$ cat src/rtl/snake_mover.sv
// snake_mover: keeps the snake body on a grid, advances it once per tick,
// detects wall and self collisions, and answers per-cell render queries.
module snake_mover #(
  parameter int GRID_W   = 32,
  parameter int GRID_H   = 24,
  parameter int MAX_LEN  = 16,
  parameter int TICK_DIV = 5000000
) (
  input  logic       clk,
  input  logic       reset,
  input  logic [1:0] direction,
  input  logic       start,
  input  logic       grow,
  input  logic [4:0] query_x,
  input  logic [4:0] query_y,
  output logic       query_hit,
  output logic       query_head,
  output logic [4:0] head_x,
  output logic [4:0] head_y,
  output logic [4:0] length,
  output logic       step,
  output logic       game_over
);

  localparam int CNT_W = (TICK_DIV > 1) ? $clog2(TICK_DIV) : 1;
  localparam logic [CNT_W-1:0] CNT_MAX = CNT_W'(TICK_DIV - 1);

  localparam logic [1:0] DIR_UP    = 2'b00;
  localparam logic [1:0] DIR_DOWN  = 2'b01;
  localparam logic [1:0] DIR_LEFT  = 2'b10;
  localparam logic [1:0] DIR_RIGHT = 2'b11;

  localparam logic [4:0] X_MAX = 5'(GRID_W - 1);
  localparam logic [4:0] Y_MAX = 5'(GRID_H - 1);

  typedef enum logic [1:0] {IDLE, RUN, OVER} state_t;

  state_t     state;
  logic [4:0] seg_x [MAX_LEN];
  logic [4:0] seg_y [MAX_LEN];
  logic [1:0] heading;
  logic [CNT_W-1:0] cnt;
  logic       grow_pending;

  logic       tick;
  logic       reverse;
  logic [1:0] new_heading;
  logic [4:0] next_x;
  logic [4:0] next_y;
  logic       wall_hit;
  logic       self_hit;
  logic       collide;
  logic       reinit;
  logic       hit_any;

  assign head_x = seg_x[0];
  assign head_y = seg_y[0];

  // Next-head calculation and collision detection for the pending move
  always_comb begin
    tick        = (state == RUN) && (cnt == CNT_MAX);
    // Opposite headings share bit 1 and differ in bit 0
    reverse     = (direction[1] == heading[1]) && (direction[0] != heading[0]);
    new_heading = reverse ? heading : direction;
    next_x      = seg_x[0];
    next_y      = seg_y[0];
    wall_hit    = 1'b0;
    unique case (new_heading)
      DIR_UP: begin
        wall_hit = (seg_y[0] == 5'd0);
        next_y   = seg_y[0] - 5'd1;
      end
      DIR_DOWN: begin
        wall_hit = (seg_y[0] >= Y_MAX);
        next_y   = seg_y[0] + 5'd1;
      end
      DIR_LEFT: begin
        wall_hit = (seg_x[0] == 5'd0);
        next_x   = seg_x[0] - 5'd1;
      end
      DIR_RIGHT: begin
        wall_hit = (seg_x[0] >= X_MAX);
        next_x   = seg_x[0] + 5'd1;
      end
      default: wall_hit = 1'b0;
    endcase
    // The tail cell vacates during the move unless the snake is growing
    self_hit = 1'b0;
    for (int i = 0; i < MAX_LEN; i++) begin
      if ((seg_x[i] == next_x) && (seg_y[i] == next_y)) begin
        if (i + 1 < int'(length)) begin
          self_hit = 1'b1;
        end else if ((i + 1 == int'(length)) && grow_pending) begin
          self_hit = 1'b1;
        end
      end
    end
    collide = wall_hit || self_hit;
    reinit  = reset || ((state == OVER) && start);
  end

  // Render query match against the active segments only
  always_comb begin
    hit_any = 1'b0;
    for (int i = 0; i < MAX_LEN; i++) begin
      if ((i < int'(length)) && (seg_x[i] == query_x) && (seg_y[i] == query_y)) begin
        hit_any = 1'b1;
      end
    end
  end

  // Registered query results
  always_ff @(posedge clk) begin
    if (reset) begin
      query_hit  <= 1'b0;
      query_head <= 1'b0;
    end else begin
      query_hit  <= hit_any;
      query_head <= (seg_x[0] == query_x) && (seg_y[0] == query_y);
    end
  end

  // Game FSM, tick counter, body shift and growth bookkeeping
  always_ff @(posedge clk) begin
    if (reinit) begin
      state     <= IDLE;
      heading   <= DIR_RIGHT;
      cnt       <= '0;
      length    <= 5'd3;
      step      <= 1'b0;
      game_over <= 1'b0;
      for (int i = 0; i < MAX_LEN; i++) begin
        seg_x[i] <= 5'd0;
        seg_y[i] <= 5'd0;
      end
      seg_x[0] <= 5'd16;
      seg_y[0] <= 5'd12;
      seg_x[1] <= 5'd15;
      seg_y[1] <= 5'd12;
      seg_x[2] <= 5'd14;
      seg_y[2] <= 5'd12;
      // A restart still honours a grow pulse arriving in the same cycle
      grow_pending <= reset ? 1'b0 : grow;
    end else begin
      step <= 1'b0;
      if (grow) begin
        grow_pending <= 1'b1;
      end
      unique case (state)
        IDLE: begin
          cnt <= '0;
          if (start) begin
            state <= RUN;
          end
        end
        RUN: begin
          cnt <= tick ? '0 : cnt + CNT_W'(1);
          if (tick) begin
            if (collide) begin
              state     <= OVER;
              game_over <= 1'b1;
            end else begin
              for (int i = MAX_LEN - 1; i > 0; i--) begin
                seg_x[i] <= seg_x[i-1];
                seg_y[i] <= seg_y[i-1];
              end
              seg_x[0] <= next_x;
              seg_y[0] <= next_y;
              heading  <= new_heading;
              step     <= 1'b1;
              if (grow_pending) begin
                if (length < 5'(MAX_LEN)) begin
                  length <= length + 5'd1;
                end
                // A grow arriving on this step is held for the next one
                grow_pending <= grow;
              end
            end
          end
        end
        OVER: begin
          cnt <= '0;
        end
        default: begin
          state <= IDLE;
        end
      endcase
    end
  end

endmodule

$ cat config.mk
export PLATFORM = sky130hd
export DESIGN_NAME = snake_mover
export DESIGN_NICKNAME = d
export VERILOG_FILES = /design/src/rtl/snake_mover.sv
export SDC_FILE = /design/constraint.sdc
export NUM_CORES = 1
export LEC_CHECK = 0
export CAP_MARGIN = 25
export CORE_MARGIN = 2
export CORE_UTILIZATION = 40
export CTS_CLUSTER_DIAMETER = 200
export DETAILED_ROUTE_END_ITERATION = 8
export SYNTH_ARGS = -nofsm -noshare
export SYNTH_HDL_FRONTEND = slang
export SYNTH_SLANG_ARGS = --single-unit
$ cat constraint.sdc
create_clock -name clk -period 59.4 [get_ports clk]
set_input_delay 8.91 -clock clk [delete_from_list [all_inputs] [get_ports clk]]
set_output_delay 8.91 -clock clk [all_outputs]
set_load 0.01 [all_outputs]
==> results.md <==
* Vias in the first global route at 9959
* TritonCTS clock tree: built
* # H-tree levels at 4
* IO Count at 35
* Clk_lat worst skew at approximately 0.46 ns
* Fill count at 3158
* Postcts setup bufs at 0
* Post_cts resized at 0
* Period minus WS final at 15.06 ns
* Slowest cell delay on critical path at 0.71 ns
* CP max stage cell: buf_2
* Fin. max-slew vios at 0
* Skew final at 0.0188 ns
* Setup TNS at 0 ns
* Slew HR at 0.288
* Most frequent cells in the layout: xnor2_1, xor2_1, edfxtp_1, and2_1, nor2_1
* Busiest layer in global routing: met2
* Main synth FF type: edfxtp_1
* Setup Viol. Count Final at 0
* P&R area growth vs syn at 10.3%
* DPL Wire Length at ~29000 µm
* Fin. Hold Viols at 0
* Die ar. at between 30000 and 40000 µm²
* Post-route ant nets at 0
* Rows at 66
* Fin crit share at 0.254
* Fin nets at 1326
* Most frequent CP cell: buf_4
* Hold WC Path Type: flip-flop to flip-flop
* Yosys warning total at 0
* Worst-Margin Slew at 1.06 ns
* Global Route met1 Usage at 0.335
* Layout cell share with drive strength beyond 1 at 0.0695
* CP arrival at approximately 15 ns
* Met2 Track Usage GR at 0.401
* Total power at 331 µW
* Num CTS Buffers at 17
* Max_cap viols at 0
* Syn_nets at between 1000 and 1500
* First DRT Iteration DRCs at 1193
* CP cell instances: buf_2, xor2_1, mux2i_4, nand2b_1, inv_1, fa_1, and2_1, or2_2, a21oi_1, o2111ai_1, or4_1, nor4b_1, nor4_1, nand4_2, buf_4, o21ai_4, buf_4, buf_16, buf_4, buf_16
* Starting density of the core at 0.404
* Chip height at 185 µm
* Met3 Track Usage GR at 0.0578
* Post-synthesis sequential area ratio at 0.424
* Synth cell types at 70
* # hold bufs at CTS at 0
* Worst setup EP type: flip-flop
* Synth Instances at 1310
* Pwr/cell area at ~23 nW/µm²
* Final WL at 42600 µm
* Port-buffer cells at 34
* Clock sinks at 197
* Fmax at 66.4 MHz
* Cell family with most CP delay: simple AND/OR/NAND/NOR gates
* Worst setup SP type: input port
* Clk slew on worst S/H paths at 0.08 ns
* Via/cell ratio at roughly 5.7
* LEAKAGE at between 0.005 and 0.006 µW
* Die Wd at around 180 µm
* Detailed Routing Iterations Pass 1 at 5
* Routability Congestion at 0.945
* RSZ-0062 raised after global routing: false
* Antenna diodes at 0
* Core Box Area at about 32000 µm²
* Top-area cell type share of the netlist area at 0.367
* Commonest non-fill, non-tap cell in the layout: xnor2_1
* # DRC at 0
* Largest net degree at the start of global routing at 136
* Min Hold Slack at 0.477 ns
* Cell taking the most area after synthesis: edfxtp_1
* Syn avg cell area at 9.99 µm²
* Global Route Usage Sum at 0.255
* First-pass GRT wire length at 63500 µm
* Crit Path Class: input port to flip-flop
* Clk buf depth at 2
* Grt ovf at 0
* Number of synthesized flops with an enable pin at 160
* Synth area leaders: edfxtp_1, xnor2_1, xor2_1
* Asr flop ratio synth at 0
* Initial antenna violation count at 2
* Yosys reg bits at 197
* Root Buffer Master: clkbuf_16
* Via count at 10061
* Synth Cell Area at roughly 13000 µm²
* WP data required at 59.54 ns
* Crit path max fanout at 75
* Worst path bufs/invs at 7
* VDD IR-drop max at 0.0172 mV
* Status: finished, final reports clean
* WL/cell at 24.3 µm
[power by group]
| part | internal, µW | switching (µW) |
|---|---|---|
| combinational | 21.5 | 31.5 |
| sequential | 153 | 7.48 |
| clock | 59.6 | 57.9 |
| total | 234 | 96.9 |
[state kept, by name, summed over array words and instances, names as in the netlist]
name,flops
seg_x,80
seg_y,80
cnt,23
length,5
heading,2
state,2
game_over,1
grow_pending,1
query_head,1
query_hit,1
step,1
[worst reg2reg max path: stages (launching register included)]
cell and delay (ns):
dfxtp_1 0.35, xor2_1 0.27, mux2i_4 0.49, nand2b_1 0.25
inv_1 0.08, fa_1 0.68, and2_1 0.29, or2_2 0.44
a21oi_1 0.20, o2111ai_1 0.13, or4_1 0.57, nor4b_1 0.45
nor4_1 0.16, nand4_2 0.11, buf_4 0.30, o21ai_4 0.11
buf_4 0.21, buf_16 0.23, buf_4 0.23, buf_16 0.20
[per-stage QoR]
| step | area (µm²) | instances | setup WS, ns | util |
|---|---|---|---|---|
| after detailed placement | 13800 | 1713 | 43.31 | 0.425 |
| final | 14400 | 1751 | 44.34 | 0.446 |
| after global routing | 14400 | 1751 | 44.07 | 0.446 |
| after global placement | 13800 | 1713 | 43.39 | 0.425 |
| after floorplan | 13100 | 1310 | 34.26 | - |
| after CTS | 14300 | 1745 | 43.80 | 0.442 |
[final cells by class]
| cell class | instances | area, µm² | area share |
|---|---|---|---|
| Multi-Input combinational cell | 1000 | 7080 | 0.490 |
| Sequential cell | 197 | 5550 | 0.384 |
| Timing Repair Buffer | 63 | 629 | 0.0436 |
| Tap cell | 442 | 553 | 0.0383 |
| Clock buffer | 20 | 480 | 0.0333 |
| Clock inverter | 12 | 86.3 | 0.00598 |
| Inverter | 17 | 63.8 | 0.00442 |
[worst paths after layout]
| check | slack (ns) | to | depth (start not counted) | start |
|---|---|---|---|---|
| worst max-delay path | 44.34 | seg_x[14][4] | 20 | direction[1] |
| worst min-delay path | 0.48 | game_over | 2 | game_over |
| worst max register to register | 53.21 | seg_x[14][4] | 19 | heading[1] |
| worst min register to register | 0.48 | game_over | 2 | game_over |
[cells in the mapped netlist, types with 5 or more instances]
cell and instances:
a311oi_1 6, a21o_1 16, or4_1 5, inv_1 16, nand4_1 28, o31ai_1 8
clkbuf_1 61, dfxtp_1 37, nor4_1 59, and3_1 17, and2_1 137, nor2b_1 6
nand2b_1 6, ha_1 12, buf_4 6, xor2_1 165, buf_1 7, o2111ai_1 5
buf_2 15, nand3_1 31, o21ai_0 31, a22oi_1 6, o22ai_1 6, clkbuf_2 5
nor2_1 67, a21oi_1 43, or3_1 7, nor4b_1 7, xnor2_1 175, nand2_1 39
or2_2 6, nor3_1 39, a31oi_1 16, edfxtp_1 160
[cells by family (layout without fill, tap and decap cells)]
group,count (synthesis),in the layout,share of synthesized area
compound gates,164,164,0.0818
xor+xnor,343,343,0.232
fa+ha+maj,14,14,0.0145
buf+inv,113,112,0.0372
flops,197,197,0.424
mux,7,7,0.00650
simple gates,472,472,0.204
[layer usage]
layer  vias to the layer above  share of wire
li1                       4589              -
met1                      4936           0.42
met3                       113          0.079
met4                         2          0.045
met5                         -        0.00042
met2                       421           0.45
(Power assumes the default switching activity.)
